### src/rtl/branch_resolver_pkg.sv
// Shared types for the EX-stage branch resolver and its feedback FIFO.
package branch_resolver_pkg;

    localparam int FB_ADDR_W = 32;

    typedef enum logic {
        NOT_TAKEN = 1'b0,
        TAKEN     = 1'b1
    } BranchOutcome;

    // Encodings 6 and 7 are unused and resolve as not taken.
    typedef enum logic [2:0] {
        BEQ  = 3'd0,
        BNE  = 3'd1,
        BLEZ = 3'd2,
        BGTZ = 3'd3,
        BLTZ = 3'd4,
        BGEZ = 3'd5
    } branch_cond_t;

    typedef enum logic {
        RUN    = 1'b0,
        SQUASH = 1'b1
    } resolver_state_t;

    typedef struct packed {
        logic [FB_ADDR_W-1:0] pc;
        BranchOutcome         prediction;
        BranchOutcome         outcome;
    } fb_record_t;

endpackage

### src/rtl/branch_resolver_fb_fifo.sv
// Synchronous FIFO of branch feedback records; DEPTH must be a power of two.
module branch_fb_fifo
    import branch_resolver_pkg::*;
#(
    parameter int DEPTH = 4
) (
    input  logic                     clk,
    input  logic                     rst_n,
    input  logic                     push,
    input  logic                     pop,
    input  fb_record_t               din,
    output fb_record_t               dout,
    output logic                     full,
    output logic                     empty,
    output logic [$clog2(DEPTH):0]   count
);
    localparam int PW = $clog2(DEPTH);
    localparam logic [PW:0] FULL_CNT = (PW+1)'(DEPTH);

    fb_record_t    mem [DEPTH];
    logic [PW-1:0] wr_ptr;
    logic [PW-1:0] rd_ptr;
    logic          do_push;
    logic          do_pop;

    assign full    = (count == FULL_CNT);
    assign empty   = (count == '0);
    assign do_push = push & ~full;
    assign do_pop  = pop & ~empty;
    assign dout    = mem[rd_ptr];

    always_ff @(posedge clk) begin
        if (do_push) mem[wr_ptr] <= din;
    end

    // Pointers wrap for free because DEPTH is a power of two.
    always_ff @(posedge clk) begin
        if (!rst_n) begin
            wr_ptr <= '0;
            rd_ptr <= '0;
            count  <= '0;
        end else begin
            if (do_push) wr_ptr <= wr_ptr + 1'b1;
            if (do_pop)  rd_ptr <= rd_ptr + 1'b1;
            case ({do_push, do_pop})
                2'b10:   count <= count + 1'b1;
                2'b01:   count <= count - 1'b1;
                default: count <= count;
            endcase
        end
    end

endmodule

### src/rtl/branch_resolver.sv
// EX-stage branch resolution: condition evaluation, mispredict redirect, wrong-path squash
// and predictor feedback queue. Optional counters under BRANCH_RESOLVER_STATS_EN.
module branch_resolver
    import branch_resolver_pkg::*;
#(
    parameter int ADDR_WIDTH    = FB_ADDR_W,
    parameter int DATA_WIDTH    = 32,
    parameter int FB_DEPTH      = 4,
    parameter int SQUASH_CYCLES = 2
) (
    input  logic                  clk,
    input  logic                  rst_n,
    input  logic                  i_valid,
    input  logic [ADDR_WIDTH-1:0] i_pc,
    input  branch_cond_t          i_cond,
    input  logic [DATA_WIDTH-1:0] i_op_a,
    input  logic [DATA_WIDTH-1:0] i_op_b,
    input  BranchOutcome          i_prediction,
    input  logic [ADDR_WIDTH-1:0] i_recovery_pc,
    output logic                  o_stall,
    output logic                  o_redirect_valid,
    output logic [ADDR_WIDTH-1:0] o_redirect_pc,
    output logic                  o_fb_valid,
    input  logic                  i_fb_ready,
    output logic [ADDR_WIDTH-1:0] o_fb_pc,
    output logic                  o_fb_prediction,
    output logic                  o_fb_outcome
`ifdef BRANCH_RESOLVER_STATS_EN
    ,
    output logic [31:0]           o_stat_branches,
    output logic [31:0]           o_stat_mispredicts
`endif
);
    localparam int CW  = $clog2(FB_DEPTH) + 1;
    localparam int SCW = (SQUASH_CYCLES > 1) ? $clog2(SQUASH_CYCLES) : 1;
    localparam logic [CW-1:0]  STALL_CNT   = CW'(FB_DEPTH);
    localparam logic [SCW-1:0] SQUASH_LOAD = SCW'(SQUASH_CYCLES - 1);

    resolver_state_t state;
    logic [SCW-1:0]  squash_cnt;
    BranchOutcome    outcome;
    logic            a_zero;
    logic            a_neg;
    logic            accept;
    logic            mispredict;
    logic            fb_full;
    logic            fb_empty;
    logic [CW-1:0]   fb_count;
    fb_record_t      fb_in;
    fb_record_t      fb_out;

    assign a_zero = (i_op_a == '0);
    assign a_neg  = i_op_a[DATA_WIDTH-1];

    // Zero-compare branches only need the sign bit and a zero detect.
    always_comb begin
        outcome = NOT_TAKEN;
        case (i_cond)
            BEQ:     outcome = BranchOutcome'(i_op_a == i_op_b);
            BNE:     outcome = BranchOutcome'(i_op_a != i_op_b);
            BLEZ:    outcome = BranchOutcome'(a_neg | a_zero);
            BGTZ:    outcome = BranchOutcome'(~a_neg & ~a_zero);
            BLTZ:    outcome = BranchOutcome'(a_neg);
            BGEZ:    outcome = BranchOutcome'(~a_neg);
            default: outcome = NOT_TAKEN;
        endcase
    end

    assign accept     = i_valid & ~fb_full & (state == RUN);
    assign mispredict = (outcome != i_prediction);

    assign fb_in.pc         = i_pc;
    assign fb_in.prediction = i_prediction;
    assign fb_in.outcome    = outcome;

    branch_fb_fifo #(.DEPTH(FB_DEPTH)) u_fifo (
        .clk   (clk),
        .rst_n (rst_n),
        .push  (accept),
        .pop   (i_fb_ready),
        .din   (fb_in),
        .dout  (fb_out),
        .full  (fb_full),
        .empty (fb_empty),
        .count (fb_count)
    );

    assign o_stall         = (fb_count == STALL_CNT);
    assign o_fb_valid      = ~fb_empty;
    assign o_fb_pc         = fb_out.pc;
    assign o_fb_prediction = fb_out.prediction;
    assign o_fb_outcome    = fb_out.outcome;

    always_ff @(posedge clk) begin
        if (!rst_n) begin
            state            <= RUN;
            squash_cnt       <= '0;
            o_redirect_valid <= 1'b0;
            o_redirect_pc    <= '0;
        end else begin
            o_redirect_valid <= accept & mispredict;
            if (accept & mispredict) o_redirect_pc <= i_recovery_pc;
            // accept already implies RUN, so SQUASH never sees a new redirect.
            case (state)
                RUN: begin
                    if (accept & mispredict) begin
                        state      <= SQUASH;
                        squash_cnt <= SQUASH_LOAD;
                    end
                end
                SQUASH: begin
                    if (squash_cnt == '0) state <= RUN;
                    else                  squash_cnt <= squash_cnt - 1'b1;
                end
                default: state <= RUN;
            endcase
        end
    end

`ifdef BRANCH_RESOLVER_STATS_EN
    logic [31:0] stat_branches;
    logic [31:0] stat_mispredicts;

    always_ff @(posedge clk) begin
        if (!rst_n) begin
            stat_branches    <= '0;
            stat_mispredicts <= '0;
        end else if (accept) begin
            if (stat_branches != '1) stat_branches <= stat_branches + 1'b1;
            if (mispredict && stat_mispredicts != '1) stat_mispredicts <= stat_mispredicts + 1'b1;
        end
    end

    assign o_stat_branches    = stat_branches;
    assign o_stat_mispredicts = stat_mispredicts;
`endif

endmodule

### config.mk
export PLATFORM = sky130hd
export DESIGN_NAME = branch_resolver
export DESIGN_NICKNAME = d
export VERILOG_FILES = /design/src/rtl/branch_resolver_pkg.sv /design/src/rtl/branch_resolver_fb_fifo.sv /design/src/rtl/branch_resolver.sv
export SDC_FILE = /design/constraint.sdc
export NUM_CORES = 1
export LEC_CHECK = 0
export BUFFER_PORTS_ARGS = -buffer_cell sky130_fd_sc_hd__buf_2
export CAP_MARGIN = 20
export CORE_UTILIZATION = 40
export CTS_BUF_LIST = sky130_fd_sc_hd__clkbuf_4
export DETAILED_ROUTE_END_ITERATION = 12
export PLACE_DENSITY = 0.7
export SLEW_MARGIN = 20
export SYNTH_ARGS = -nofsm -noshare
export SYNTH_HDL_FRONTEND = slang
export SYNTH_SLANG_ARGS = --single-unit
### constraint.sdc
create_clock -name clk -period 2.9 [get_ports clk]
set_input_delay 0.145 -clock clk [delete_from_list [all_inputs] [get_ports clk]]
set_output_delay 0.145 -clock clk [all_outputs]
set_load 0.02 [all_outputs]
==> impl_metrics.py <==
metrics = {
    "outcome": {
        "status": "finished, final reports clean",
    },
    "worst_setup_path": {
        "endpoint_kind": "register",
        "cp_slowest_cell": "fa_1",
        "crit_buf_inv": 4,
        "cp_common_cell": "inv_1",
        "crit_type": "register to register",
        "arrival_ns": 2.83,
        "cpPeakStageDelay_ns": 0.37,
        "crit_chain": "inv_1 -> and3_1 -> nor3b_1 -> buf_4 -> inv_1 -> ha_1 -> inv_1 -> fa_1 -> xor2_1 -> or3_1 -> a21boi_0",
        "cp_top_family": "simple AND/OR/NAND/NOR gates",
        "cp_max_fo": 7,
        "startpoint_type": "register",
        "worst_ep_required_time_ns": 3.38,
    },
    "synthesis": {
        "synth_most_common_cell": "edfxtp_1",
        "ys.warnings.count": 0,
        "synth_area_leaders": "edfxtp_1, dfxtp_1, mux4_2",
        "synth_nets": 587,
        "synth_top_cells_by_count": "edfxtp_1, nand2_1, dfxtp_1, mux4_2, xor2_1",
        "synth.distinct_cells": 36,
        "async_reset_ff_share_pct": 0,
        "synth_area_leader_cell": "edfxtp_1",
        "synth_top_cell_area_share_pct": 56.13,
        "synth_top_family_by_area": "multiplexers",
        "synth_mux_area_share_pct": 14.93,
        "synth.avg_cell_area_sq_um": 16.35,
        "synth_fa_ha_area_share_pct": 1.135,
        "synth-compound-area-share_pct": 1.135,
        "synthSimpleGateAreaFrac_pct": 7.962,
        "synth_cells": 445,
        "yosys.area_share.xor_xnor_pct": 4.454,
        "ys.flop_type": "edfxtp_1",
        "ys_seq_area_share_pct": 68.24,
        "syn-cell-area_sq_mm": 0.007276,
        "synth-edff-count": 136,
        "ys_ff_latch": 180,
    },
    "flow_run": {
        "maxCapViolations": 0,
    },
    "die": {
        "dieHeight_microns": 136.9,
        "initial_utilization_pct": 41.49,
        "die_w_microns": 136.9,
        "fp-row-count": 48,
        "core_area_sq_mm": 0.01754,
        "ios": 205,
        "die_area_sq_mm": 0.01873,
    },
    "grt": {
        "track_usage_pct": 17.89,
        "grt_max_degree": 77,
        "antenna_found_initial": 2,
        "overflow": 0,
        "grt_pass1_vias": 4947,
        "grt_pass1_wl_microns": 24380,
    },
    "clock_tree": {
        "cts_tree": "done",
        "cts_sinks": 180,
        "cts_buffers": 17,
        "clkSlewWorstSetupHoldPaths_ns": 0.14,
        "cts_root_buf": "clkbuf_4",
        "worstSkewPairLatency_ns": 0.54,
        "cts_max_path_buffers": 2,
        "post_cts_buffers": 0,
        "htreeDepth": 4,
    },
    "timing": {
        "skew_ns": 0.01820,
        "fin_crit_sh_pct": 81.02,
        "tns_ns": 0,
        "tightest_slew_ns": 0.6870,
        "min_period_ns": 2.350,
        "finalHoldViolCount": 0,
        "drv_slew": 0,
        "maxSlewHeadroom_pct": 54.20,
        "rsz0062_at_grt": "false",
        "final-setup-viol-count": 0,
        "fmax_ghz": 0.4256,
    },
    "finish": {
        "nets": 865,
        "area_growth_pct": 30.16,
        "fillCellCount": 1449,
        "final_util_pct": 54.00,
        "drive_above_1_share_pct": 39.40,
    },
    "power_and_ir_drop": {
        "power_density_mw_per_mm2": 675.8,
        "peakVddDrop_uv": 352.1,
        "p_leak_nw": 3.670,
    },
    "drt": {
        "first_pass_iters": 4,
        "routed_via_density": 4.913,
        "drtIter0Drc": 223,
        "drc_errors": 0,
        "vias": 4731,
        "wirelength_microns": 16220,
        "ant_nets": 0,
        "routedWlPerCell_microns": 16.84,
    },
    "placement": {
        "portBuffers": 204,
        "finalWeightedCongestion": 0.9231,
        "dp_hpwl_microns": 10750,
    },
    "hold_path": {
        "min_path_type": "primary input to register",
    },
}
area by class of cell:
cell class,instances,area (sq um),share of cell area [%]
sequential,180,4967,52.45
multi-input combinational,237,2166,22.87
timing repair buffer,279,1774,18.73
tap,225,281.5,2.973
clock buffer,18,135.1,1.427
clock inverter,14,111.4,1.176
inverter,8,30.03,0.3171
antenna,2,5.005,0.05285
cell usage in the layout (no fill, tap or decap), types with 8 or more instances in the layout:
| cell | instances |
|---|---|
| buf_2 | 203 |
| edfxtp_1 | 136 |
| nand2_1 | 70 |
| dlygate4sd3_1 | 65 |
| dfxtp_1 | 42 |
| mux4_2 | 34 |
| xor2_1 | 34 |
| mux2i_1 | 32 |
| clkbuf_4 | 18 |
| nor4_1 | 15 |
| inv_1 | 9 |
| buf_4 | 9 |
| and2_1 | 8 |
flip-flops by register name (all words and copies together), names as in the netlist, named ones only:
signal,flops
u_fifo.mem,136
o_redirect_valid,1
o_redirect_pc,32
u_fifo.count,3
u_fifo.rd_ptr,2
u_fifo.wr_ptr,2
squash_cnt,1
state,1
per-stage QoR:
step                power [mW]  setup WS (ns)  hold slack, ns  cells  instance area (sq um)
finish                   6.400         0.5505          0.1264    963                   9470
detailed placement       5.179         0.4166          0.3616    864                   8566
floorplan                4.515         0.4526          0.2439    445                   7276
CTS                      6.512         0.5320         0.05889    961                   9463
global route             6.756         0.3639         0.06546    962                   9468
global placement         5.113         0.5112          0.3553    864                   8566
path summary, 6_finish.rpt:
| check | startpoint | endpoint | slack (ns) | cells after the start |
|---|---|---|---|---|
| worst max-delay path | u_fifo.count[0] | u_fifo.count[2] | 0.55 | 11 |
| worst min-delay path | i_fb_ready | register | 0.13 | 4 |
| worst min register to register | o_redirect_pc[26] | o_redirect_pc[26] | 0.47 | 2 |
| worst max register to register | u_fifo.count[0] | u_fifo.count[2] | 0.55 | 11 |
metal layers:
layer,global-route usage [%],up-vias,share of wire [%]
met5,0,-,0
met4,8.486,0,2.5
met3,4.481,26,5.0
met2,33.05,177,53
met1,18.94,2299,39
li1,-,2229,-
tightest hold or removal path, stage by stage:
cell and delay, ns:
buf_2 0.08, and2_1 0.19, xor2_1 0.09, and2_1 0.15
where the power goes:
part           total [mW]  leakage (nW)  switching, mW  internal (mW)
sequential           3.20          1.61          0.124           3.07
clock                1.26         0.149          0.822          0.434
combinational        1.95          1.91           1.07          0.879
cells by family (layout without fill, tap and decap cells):
| kind of cell | count (synthesis) | count (layout) |
|---|---|---|
| flip-flops | 180 | 180 |
| AND/OR/NAND/NOR | 117 | 117 |
| multiplexers | 66 | 66 |
| XOR/XNOR | 37 | 37 |
| buffers and inverters | 28 | 319 |
| AO/OA/AOI/OAI | 11 | 11 |
| adder cells (fa/ha/maj) | 6 | 6 |
| other | 0 | 2 |
what timing repair did:
action,CTS,global route
hold buffers,65,0
hold endpoints to repair,164,0
resized for setup,0,0
(Power assumes the default switching activity.)
